===== config.mk =====
export PLATFORM = sky130hd
export DESIGN_NAME = uart_byte_rx_flat
export DESIGN_NICKNAME = d
export VERILOG_FILES = /design/src/rtl/uart_rx_if.sv /design/src/rtl/uart_byte_rx.sv /design/src/flat_wrapper.sv
export SDC_FILE = /design/constraint.sdc
export NUM_CORES = 1
export LEC_CHECK = 0
export ABC_CLOCK_PERIOD_IN_PS = 2100
export CORE_ASPECT_RATIO = 1.2
export CORE_MARGIN = 2
export CORE_UTILIZATION = 46
export CTS_CLUSTER_DIAMETER = 100
export DETAILED_ROUTE_END_ITERATION = 8
export PLACE_DENSITY = 0.67
export SYNTH_ARGS = -nofsm -noshare
export SYNTH_HDL_FRONTEND = slang
export SYNTH_SLANG_ARGS = --single-unit

===== constraint.sdc =====
create_clock -name clk_3125KHz -period 2.1 [get_ports clk_3125KHz]
set_input_delay 0.42 -clock clk_3125KHz [delete_from_list [all_inputs] [get_ports clk_3125KHz]]
set_output_delay 0.42 -clock clk_3125KHz [all_outputs]
set_load 0.1 [all_outputs]

===== src/rtl/uart_rx_if.sv =====
// Serial line in, recovered byte and status pulses out, for uart_byte_rx.
// The slave modport is the receiver; the master modport is the line source / byte consumer.
interface uart_rx_if;
  logic       rx;
  logic [7:0] rx_msg;
  logic       rx_complete;
  logic       rx_frame_err;
  logic       rx_parity_err;
  logic       rx_busy;

  modport master (
    output rx,
    input  rx_msg, rx_complete, rx_frame_err, rx_parity_err, rx_busy
  );

  modport slave (
    input  rx,
    output rx_msg, rx_complete, rx_frame_err, rx_parity_err, rx_busy
  );
endinterface


===== src/rtl/uart_byte_rx.sv =====
// Oversampling UART byte receiver (8N1 at CLKS_PER_BIT clocks per bit).
// Define UART_RX_PARITY_EN to expect an even-parity bit between data and stop (8E1).
module uart_byte_rx #(
  parameter int CLKS_PER_BIT = 27,
  parameter int SYNC_STAGES  = 2
) (
  input  logic     clk_3125KHz,
  input  logic     rst,
  uart_rx_if.slave bus
);

  localparam logic [4:0] BIT_LAST  = 5'(CLKS_PER_BIT - 1);
  localparam logic [4:0] HALF_LAST = 5'(CLKS_PER_BIT / 2 - 1);

  typedef enum logic [2:0] {
    IDLE,
    START,
    DATA,
`ifdef UART_RX_PARITY_EN
    PARITY,
`endif
    STOP,
    BREAK
  } state_t;

  logic [SYNC_STAGES-1:0] sync_p0;
  logic                   rxs;

  state_t     state;
  logic [4:0] clk_cnt;
  logic [2:0] bit_idx;
  logic [7:0] shift_reg;
  logic [7:0] msg_q;
  logic       complete_q;
  logic       frame_err_q;
  logic       busy_q;
  logic       par_fail;

`ifdef UART_RX_PARITY_EN
  logic par_bad;
  logic parity_err_q;

  function automatic logic even_par(input logic [7:0] d);
    return ^d;
  endfunction

  assign par_fail          = par_bad;
  assign bus.rx_parity_err = parity_err_q;
`else
  assign par_fail          = 1'b0;
  assign bus.rx_parity_err = 1'b0;
`endif

  // ---- input synchroniser: line idles high, so reset to all ones ----
  always_ff @(posedge clk_3125KHz or posedge rst) begin
    if (rst) sync_p0 <= '1;
    else     sync_p0 <= {sync_p0[SYNC_STAGES-2:0], bus.rx};
  end

  assign rxs = sync_p0[SYNC_STAGES-1];

  // ---- frame FSM: all outputs registered, pulses default low ----
  always_ff @(posedge clk_3125KHz or posedge rst) begin
    if (rst) begin
      state       <= IDLE;
      clk_cnt     <= '0;
      bit_idx     <= '0;
      shift_reg   <= '0;
      msg_q       <= '0;
      complete_q  <= 1'b0;
      frame_err_q <= 1'b0;
      busy_q      <= 1'b0;
`ifdef UART_RX_PARITY_EN
      par_bad      <= 1'b0;
      parity_err_q <= 1'b0;
`endif
    end else begin
      complete_q  <= 1'b0;
      frame_err_q <= 1'b0;
`ifdef UART_RX_PARITY_EN
      parity_err_q <= 1'b0;
`endif
      case (state)
        IDLE: begin
          if (!rxs) begin
            clk_cnt <= '0;
            state   <= START;
          end
        end

        // Re-check the line at mid start bit to reject glitches.
        START: begin
          if (clk_cnt == HALF_LAST) begin
            clk_cnt <= '0;
            if (!rxs) begin
              busy_q  <= 1'b1;
              bit_idx <= '0;
              state   <= DATA;
            end else begin
              state <= IDLE;
            end
          end else begin
            clk_cnt <= clk_cnt + 5'd1;
          end
        end

        DATA: begin
          if (clk_cnt == BIT_LAST) begin
            clk_cnt            <= '0;
            shift_reg[bit_idx] <= rxs;
            if (bit_idx == 3'd7) begin
`ifdef UART_RX_PARITY_EN
              state <= PARITY;
`else
              state <= STOP;
`endif
            end else begin
              bit_idx <= bit_idx + 3'd1;
            end
          end else begin
            clk_cnt <= clk_cnt + 5'd1;
          end
        end

`ifdef UART_RX_PARITY_EN
        PARITY: begin
          if (clk_cnt == BIT_LAST) begin
            clk_cnt <= '0;
            par_bad <= (rxs != even_par(shift_reg));
            state   <= STOP;
          end else begin
            clk_cnt <= clk_cnt + 5'd1;
          end
        end
`endif

        // Leaving at mid stop bit lets an immediately following start bit be caught.
        STOP: begin
          if (clk_cnt == BIT_LAST) begin
            clk_cnt <= '0;
            if (rxs && !par_fail) begin
              msg_q      <= shift_reg;
              complete_q <= 1'b1;
            end
            frame_err_q <= !rxs;
`ifdef UART_RX_PARITY_EN
            parity_err_q <= par_bad;
`endif
            if (rxs) begin
              busy_q <= 1'b0;
              state  <= IDLE;
            end else begin
              state <= BREAK;
            end
          end else begin
            clk_cnt <= clk_cnt + 5'd1;
          end
        end

        // A held-low line must not be decoded as a string of 0x00 bytes.
        BREAK: begin
          if (rxs) begin
            busy_q <= 1'b0;
            state  <= IDLE;
          end
        end

        default: state <= IDLE;
      endcase
    end
  end

  assign bus.rx_msg       = msg_q;
  assign bus.rx_complete  = complete_q;
  assign bus.rx_frame_err = frame_err_q;
  assign bus.rx_busy      = busy_q;

endmodule


===== src/flat_wrapper.sv =====
// flat-port wrapper written by rule: the top's interface ports become plain ports
module uart_byte_rx_flat 
#(
  parameter int CLKS_PER_BIT = 27,
  parameter int SYNC_STAGES  = 2
)
  (clk_3125KHz, rst, bus_rx, bus_rx_msg, bus_rx_complete, bus_rx_frame_err, bus_rx_parity_err, bus_rx_busy);
  uart_rx_if bus_i ();
  input  logic clk_3125KHz;
  input  logic rst;
  input wire logic [$bits(bus_i.rx)-1:0] bus_rx;
  output wire logic [$bits(bus_i.rx_msg)-1:0] bus_rx_msg;
  output wire logic [$bits(bus_i.rx_complete)-1:0] bus_rx_complete;
  output wire logic [$bits(bus_i.rx_frame_err)-1:0] bus_rx_frame_err;
  output wire logic [$bits(bus_i.rx_parity_err)-1:0] bus_rx_parity_err;
  output wire logic [$bits(bus_i.rx_busy)-1:0] bus_rx_busy;
  assign bus_i.rx = bus_rx;
  assign bus_rx_msg = bus_i.rx_msg;
  assign bus_rx_complete = bus_i.rx_complete;
  assign bus_rx_frame_err = bus_i.rx_frame_err;
  assign bus_rx_parity_err = bus_i.rx_parity_err;
  assign bus_rx_busy = bus_i.rx_busy;
  uart_byte_rx #(.CLKS_PER_BIT(CLKS_PER_BIT), .SYNC_STAGES(SYNC_STAGES)) u_core (.clk_3125KHz(clk_3125KHz), .rst(rst), .bus(bus_i));
endmodule

* Word-level counts from Yosys, hierarchy flattened
Index checks and enable logic that the tools add are counted.
** Cells by class
- Add/sub/neg operators :: 2
- Order comparisons :: 2
- Equality and inequality tests :: 15
- Mux-type cells :: 31
- Reduce and logical (&&, ||, !) cells :: 13
** Operator list (count)
- 3-bit two-way mux :: 11
- 5-bit two-way mux :: 3
- 3-bit case mux with 5 select lines :: 1
- 5-bit case mux with 3 select lines :: 1
- 1-bit two-way mux :: 10
- 2-bit by 1-bit inequality test with 1-bit output (second input constant) :: 5
- 8-bit bitwise mux :: 1
- 3-bit by 2-bit equality test with 1-bit output (second input constant) :: 2
- 3-bit equality test (second input constant) :: 2
- 2-bit inequality test (second input constant) :: 3
- 3-bit case mux with 2 select lines :: 1
- 6-bit AND reduction :: 1
- 3-bit nonzero test :: 2
- 5-bit by 1-bit adder with 5-bit output (second input constant) :: 1
- 5-bit by 4-bit equality test with 1-bit output (second input constant) :: 1
- 5-bit equality test (second input constant) :: 1
- 5-bit AND reduction :: 1
- 3-bit by 4-bit less-than comparator with 1-bit output (second input constant) :: 1
- 2-bit AND reduction :: 2
- 4-bit AND reduction :: 1
- 3-bit by 1-bit adder with 3-bit output (second input constant) :: 1
- 1-bit demux with 3-bit select :: 1
- 3-bit by 1-bit equality test with 1-bit output (second input constant) :: 1
- 3-bit by 1-bit greater-or-equal comparator with 1-bit output (second input constant) :: 1
- other kinds (8) :: 8
** Storage, ports and cells
- Bits in registers :: 32
- Input bits :: 3
- Output and inout port bits :: 12
- Logic and storage cells :: 72

* Logic depth before layout (Yosys ltp)
Gate-level depths: netlist of the first run.
- Depth in word-level cells :: 5
- Depth in mapped cells :: 6
- Mapped depth without buffers :: 6

* Least setup slack after synthesis of the first run
OpenSTA, ideal clock, no wires.
- Path type :: reg2reg
- Start point :: reg u_core.clk_cnt[0]
- End point :: reg u_core.shift_reg[0]
- Library setup time :: 0.128 ns
- Arrival :: 1.745 ns
- Data required time :: 1.972 ns
- Setup slack :: 0.227 ns
- Stages on the path, launching flop included :: 7
- Buffers on the path :: 0
- Period minus slack after synthesis :: 1.873 ns
- Cell sequence :: dfrtp_1 -> inv_1 -> ha_1 -> nand4b_4 -> or4_4 -> nor3_2 -> mux2_1
** Between the ends
- Word-level cells in the longest chain between the ends :: 2
** Ends and longest elaborated chain
- start, declared :: RTL line uart_byte_rx.sv:30 : logic [4:0] clk_cnt;
- start signal, assigned :: RTL line uart_byte_rx.sv:103 : clk_cnt <= clk_cnt + 5'd1;
- start signal, assigned :: RTL line uart_byte_rx.sv:121 : clk_cnt <= clk_cnt + 5'd1;
- start signal, assigned :: RTL line uart_byte_rx.sv:156 : clk_cnt <= clk_cnt + 5'd1;
- 5-bit equality test :: RTL line uart_byte_rx.sv:108 : if (clk_cnt == BIT_LAST) begin
- 2-bit AND reduction (no source line)
- end signal, assigned by index :: RTL line uart_byte_rx.sv:110 : shift_reg[bit_idx] <= rxs;
- end, declared :: RTL line uart_byte_rx.sv:32 : logic [7:0] shift_reg;
Every way passes these cells.
A chain may end at the register's enable or synchronous reset.

* Final worst setup path of the first run
- Start point :: reg u_core.clk_cnt[0]
- End point :: reg u_core.shift_reg[2]
The elaborated chain is that of the path after synthesis.

==> results of run 1 <==
==> cells in the final DEF (no fill, tap or decap), types with 3 or more instances in the layout <==
master	netlist	layout
a21o_1	3	3
a21oi_1	3	3
a22o_1	4	4
buf_4	1	15
clkbuf_4	0	5
dfrtp_1	30	30
ha_1	5	5
inv_1	5	5
mux2_1	4	4
mux2_2	13	13
nand2_1	5	5
nand2b_1	4	4
nor2_1	11	11
nor3_1	3	3
==> routing by layer <==
| layer | GRT usage (%) | part of all wire [%] |
|---|---|---|
| met5 | 0 | 0 |
| met4 | 10.12 | 3.0 |
| met2 | 27.91 | 51 |
| met1 | 19.14 | 42 |
| met3 | 4.854 | 4.4 |
==> power breakdown <==
group / switching (mW) / internal, mW
Sequential: 0.0734 / 0.668
Clock: 0.204 / 0.159
Combinational: 0.157 / 0.134
==> per-stage QoR <==
step / cells / total power [mW] / area [µm²] / setup WS [ns] / hold WS, ns
finish: 181 / 1.395 / 1735 / 0.09422 / 0.3619
global route: 181 / 1.489 / 1735 / 0.001219 / 0.3737
CTS: 181 / 1.414 / 1735 / 0.08135 / 0.3617
detailed placement: 173 / 1.044 / 1674 / 0.1004 / 0.3468
global placement: 173 / 1.026 / 1674 / 0.1762 / 0.3474
floorplan: 125 / 0.9645 / 1521 / 0.2274 / 0.3452
==> kinds of logic after synthesis <==
family | after synthesis | synth area share (%)
flops | 32 | 52.80
xor+xnor | 1 | 0.5758
fa+ha+maj | 5 | 4.112
compound gates | 19 | 9.210
buf+inv | 10 | 2.879
mux | 18 | 13.57
other cells | 1 | 0.2465
simple gates | 39 | 16.61
==> final timing paths <==
| check | start | to | slack (ns) | cells past startpoint |
|---|---|---|---|---|
| max | u_core.clk_cnt[0] | u_core.shift_reg[2] | 0.09 | 6 |
| min | u_core.sync_p0[0] | u_core.sync_p0[1] | 0.36 | 0 |
| max reg2reg | u_core.clk_cnt[0] | u_core.shift_reg[2] | 0.09 | 6 |
| min reg2reg | u_core.sync_p0[0] | u_core.sync_p0[1] | 0.36 | 0 |
| max in group asynchronous | rst | u_core.sync_p0[0] | 1.33 | 3 |
| min in group asynchronous | rst | u_core.bus.rx_msg[5] | 0.46 | 3 |
==> critical path, stage by stage, from the launching register on <==
cell,delay (ns)
dfrtp_1,0.41
inv_1,0.11
ha_1,0.23
nand4b_4,0.14
or4_4,0.53
nor2_1,0.14
mux2_1,0.33
==> final cells by class <==
type                       count  area [µm²]  share of cell area, %
sequential                    32       803.3                  46.29
multi-input combinational     83       674.4                  38.86
timing repair buffer          17       132.6                  7.642
clock buffer                   6       51.30                  2.956
tap                           36       45.04                  2.596
inverter                       5       18.77                  1.081
clock inverter                 2       10.01                 0.5768
==> impl_metrics.env, run 1 <==
export IMPL_tns_ns=0
export IMPL_avgSynthCellArea_um2=12.17
export IMPL_synthArstFlopShare_pct=100.0
export IMPL_synthTopCellsByCount="dfrtp_1 (30), mux2_2 (13), nor2_1 (11)"
export IMPL_postRouteAntennaNets=0
export IMPL_slew_viol_final=0
export IMPL_root_buffer="clkbuf_4"
export IMPL_drtIter0Drc=16
export IMPL_hold_buffers=0
export IMPL_startpoint_type="register"
export IMPL_grt_pass1_vias=1062
export IMPL_post_cts_buffers=0
export IMPL_clk_latency_ns=0.33
export IMPL_fill_cells=278
export IMPL_gp_congestion=0.7951
export IMPL_grt_start_max_net_pins=33
export IMPL_vias_per_cell=5.591
export IMPL_wl_per_cell_um=14.44
export IMPL_hold_class="register to register"
export IMPL_rows=22
export IMPL_cts_buffers=5
export IMPL_grt_ovfl_total=0
export IMPL_initial_core_util_pct=48.91
export IMPL_via_count=1012
export IMPL_io_buffers=13
export IMPL_die_w_um=56.50
export IMPL_drc=0
export IMPL_end_kind="register"
export IMPL_status="complete, no violations"
export IMPL_peakVddDrop_mv=0.6926
export IMPL_synth_cell_types=40
export IMPL_fp_coreArea_mm2=0.003110
export IMPL_finalHoldViolCount=0
export IMPL_drt_total_wl_um=2613
export IMPL_dieArea_mm2=0.003786
export IMPL_synth_top_cell_area_share_pct=49.34
export IMPL_cts_tree="yes"
export IMPL_final_period_utilization_pct=95.51
export IMPL_synth_edf_count=0
export IMPL_antenna_cells=0
export IMPL_setup_viol=0
export IMPL_antenna_found_initial=0
export IMPL_ctsResizeCount=0
export IMPL_path_clk_slew_ns=0.10
export IMPL_synth_area_top_cells="dfrtp_1 (49%), mux2_2 (9.6%), ha_1 (4.1%), dfstp_2 (3.5%), mux2_1 (3.0%)"
export IMPL_first_pass_iters=4
export IMPL_fin_nets=152
export IMPL_clk_path_buf_depth=2
export IMPL_synth_nets=133
export IMPL_drv_cap=0
export IMPL_place_hpwl_um=1851
export IMPL_cts_htree_levels=2
export IMPL_synth_most_common_cell="dfrtp_1"
export IMPL_die_y_um=67
export IMPL_rsz0062_at_grt="no"
export IMPL_synth_area_mm2=0.001521
export IMPL_crit_arrival_ns=2.22
export IMPL_synth_seq_area_share_pct=52.80
export IMPL_drive_above_1_share_pct=32.41
export IMPL_synthFlopType="dfrtp_1"
export IMPL_final_util_pct=55.79
export IMPL_syn_to_final_growth_pct=14.06
export IMPL_clock_skew_ns=0.01178
export IMPL_p_leak_nw=0.9060
export IMPL_cts_sinks=32
export IMPL_ys_ff_latch=32
export IMPL_grt_first_pass_wirelength_um=4836
export IMPL_final_min_clock_period_ns=2.006
export IMPL_power_density_mw_per_mm2=803.9
export IMPL_critPathKind="register to register"
export IMPL_cp_max_fo=5
export IMPL_max_freq_mhz=498.6
export IMPL_yosysTopAreaCell="dfrtp_1"
export IMPL_io_pins=15
export IMPL_yosysWarnings=0
export IMPL_critical_path_required_ns=2.32
export IMPL_gr_usage_all_layers_pct=16.83
export IMPL_syn_inst=125
No activity file was read; power rests on OpenSTA's default activity.
==> inputs of run 2 (changes only) <==
--- a/config.mk
+++ b/config.mk
@@ -11,7 +11,9 @@
 export CORE_UTILIZATION = 46
 export CTS_CLUSTER_DIAMETER = 100
 export DETAILED_ROUTE_END_ITERATION = 8
+export GPL_TIMING_DRIVEN = 0
 export PLACE_DENSITY = 0.67
 export SYNTH_ARGS = -nofsm -noshare
 export SYNTH_HDL_FRONTEND = slang
 export SYNTH_SLANG_ARGS = --single-unit
+export TNS_END_PERCENT = 5
==> run 2 against run 1 <==
  * Clock power up 26%
  * Count of clock-buffer cells in the layout unchanged
  * Cell count rose by 1.1%
  * Largest power group unchanged
  * Hold slack got worse by 0.00067 ns
  * Critical path type is now register to output port
  * First-iteration DRC count down 81%
==> impl_metrics.env, run 2 (same netlist as run 1, synthesis figures left out) <==
export IMPL_grt_first_pass_wirelength_um=4712
export IMPL_grt_ovfl_total=0
export IMPL_hold_class="primary input to async pin"
export IMPL_die_w_um=56.50
export IMPL_gr_usage_all_layers_pct=16.63
export IMPL_p_int_mw=1.054
export IMPL_vias_per_cell=5.459
export IMPL_fill_cells=271
export IMPL_crit_arrival_ns=1.59
export IMPL_seqPwrFrac_pct=49.6
export IMPL_path_clk_slew_ns=0.10
export IMPL_end_kind="output port"
export IMPL_final_min_clock_period_ns=2.010
export IMPL_crit_chain="dlygate4sd2_1"
export IMPL_grt_pass1_vias=1072
export IMPL_wl_met1_um=1059
export IMPL_cts_buffers=5
export IMPL_setup_viol=0
export IMPL_switching_power_uw=438.8
export IMPL_gp_congestion=0.7315
export IMPL_route_met3_wl_um=94
export IMPL_grt_start_max_net_pins=33
export IMPL_relSlewSlack_pct=36.41
export IMPL_p_clk_share_pct=30.6
export IMPL_tns_ns=0
export IMPL_route_met2_wl_um=1409
export IMPL_drc=0
export IMPL_drtIter0Drc=3
export IMPL_cp_buffers_inverters=1
export IMPL_status="complete, no violations"
export IMPL_power_frac_comb_pct=19.9
export IMPL_via_count=999
export IMPL_antenna_cells=0
export IMPL_antenna_found_initial=0
export IMPL_initial_core_util_pct=48.91
export IMPL_dieArea_mm2=0.003786
export IMPL_cp_max_fo=3
export IMPL_final_util_pct=57.52
export IMPL_power_mw=1.493
export IMPL_slowest_delay_ns=0.87
export IMPL_slew_viol_final=0
export IMPL_swShare_pct=29.40
export IMPL_rows=22
export IMPL_clk_latency_ns=0.33
export IMPL_rsz0062_at_grt="no"
export IMPL_reg2reg_slack_ns=0.11
export IMPL_cp_slowest_cell="dlygate4sd2_1"
export IMPL_critPathKind="register to output port"
export IMPL_regArea_um2=803.3
export IMPL_first_pass_iters=3
export IMPL_syn_to_final_growth_pct=17.60
export IMPL_clk_path_buf_depth=2
export IMPL_max_freq_mhz=497.4
export IMPL_final_common_cell="dfrtp_1"
export IMPL_die_y_um=67
export IMPL_place_hpwl_um=1903
export IMPL_root_buffer="clkbuf_4"
export IMPL_power_density_mw_per_mm2=834.2
export IMPL_finalHoldViolCount=0
export IMPL_startpoint_type="register"
export IMPL_io_buffers=13
export IMPL_clock_skew_ns=0.009373
export IMPL_critical_path_required_ns=1.68
export IMPL_drive_above_1_share_pct=25.17
export IMPL_postRouteAntennaNets=0
export IMPL_drt_total_wl_um=2617
export IMPL_fp_coreArea_mm2=0.003110
export IMPL_cts_tree="yes"
export IMPL_multi_input_area_um2=676.9
export IMPL_fin_nets=154
export IMPL_cts_sinks=32
export IMPL_tightestPinTransition_ns=0.9576
export IMPL_p_leak_nw=0.9438
export IMPL_highest_layer="met4"
export IMPL_final_period_utilization_pct=95.73
export IMPL_path_delay_family="buffers and inverters"
export IMPL_cts_htree_levels=2
export IMPL_wl_per_cell_um=14.30
export IMPL_mostFrequentLayoutCells="dfrtp_1 (30), mux2_2 (13), nor2_1 (11), dlygate4sd2_1 (11)"
export IMPL_drv_cap=0
export IMPL_peakVddDrop_mv=0.6182
export IMPL_io_pins=15
run 2: changes by cell type in the layout (fill, tap and decap cells not counted), moves of 2 or more:
cell / previous run / this run
buf_4: 15 / 1
dlygate4sd2_1: 0 / 11
clkbuf_1: 0 / 3
buf_2: 0 / 2
run 2: path summary, 6_finish.rpt:
check / endpoint / start / cells after the start
worst min-delay path: u_core.clk_cnt[2] / rst / 2
worst min register to register: u_core.sync_p0[1] / u_core.sync_p0[0] / 0
min in group clk_3125KHz: u_core.sync_p0[1] / u_core.sync_p0[0] / 0
max in group asynchronous: u_core.bit_idx[2] / rst / 3
worst max-delay path: bus_rx_busy / u_core.bus.rx_busy / 1
worst max register to register: u_core.bit_idx[0] / u_core.bit_idx[1] / 5
run 2: metrics by stage:
| step | hold WS (ns) | instances | instance area, µm² | worst slack [ns] |
|---|---|---|---|---|
| 2_1_floorplan | 0.3452 | 125 | 1521 | 0.2274 |
| 3_3_place_gp | 0.3467 | 174 | 1697 | 0.1090 |
| 3_5_place_dp | 0.3495 | 174 | 1697 | 0.06949 |
| 4_1_cts | 0.3634 | 182 | 1759 | 0.06312 |
| 5_1_grt | 0.3657 | 183 | 1789 | 0.02077 |
| 6_report | 0.3613 | 183 | 1789 | 0.08960 |
run 2: timing repair:
action | in CTS | in global routing
hold buffers | 0 | 0
cloned | 0 | 0
resized for setup | 11 | 2
setup buffers | 0 | 0
setup endpoints to repair | 11 | 3
run 2: power groups by stage:
| stage | clock (mW) | combinational (mW) | sequential (mW) |
|---|---|---|---|
| after floorplan | 0 | 0.235 | 0.729 |
| after global placement | 0 | 0.277 | 0.744 |
| after detailed placement | 0 | 0.291 | 0.750 |
| after CTS | 0.470 | 0.291 | 0.738 |
| after global routing | 0.488 | 0.331 | 0.746 |
| final | 0.456 | 0.297 | 0.740 |
run 2: layout make-up:
class,count,share of cell area (%)
sequential,32,44.89
multi-input combinational,83,37.83
timing repair buffer,14,8.042
tap,36,2.517
clock buffer,6,2.308
clock inverter,2,1.958
buffer,5,1.399
inverter,5,1.049
run 2: worst register-to-register path, cell delays in order (launching register included):
cell and delay [ns]:
dfrtp_1 0.47, ha_1 0.22, ha_1 0.22, or4b_1 0.49
a21o_1 0.22, mux2_4 0.26
run 2: layer usage:
layer / track usage, % / vias up
li1: - / 489
met1: 16.42 / 489
met2: 31.40 / 15
met3: 5.437 / 6
met4: 7.143 / 0
met5: 0 / -
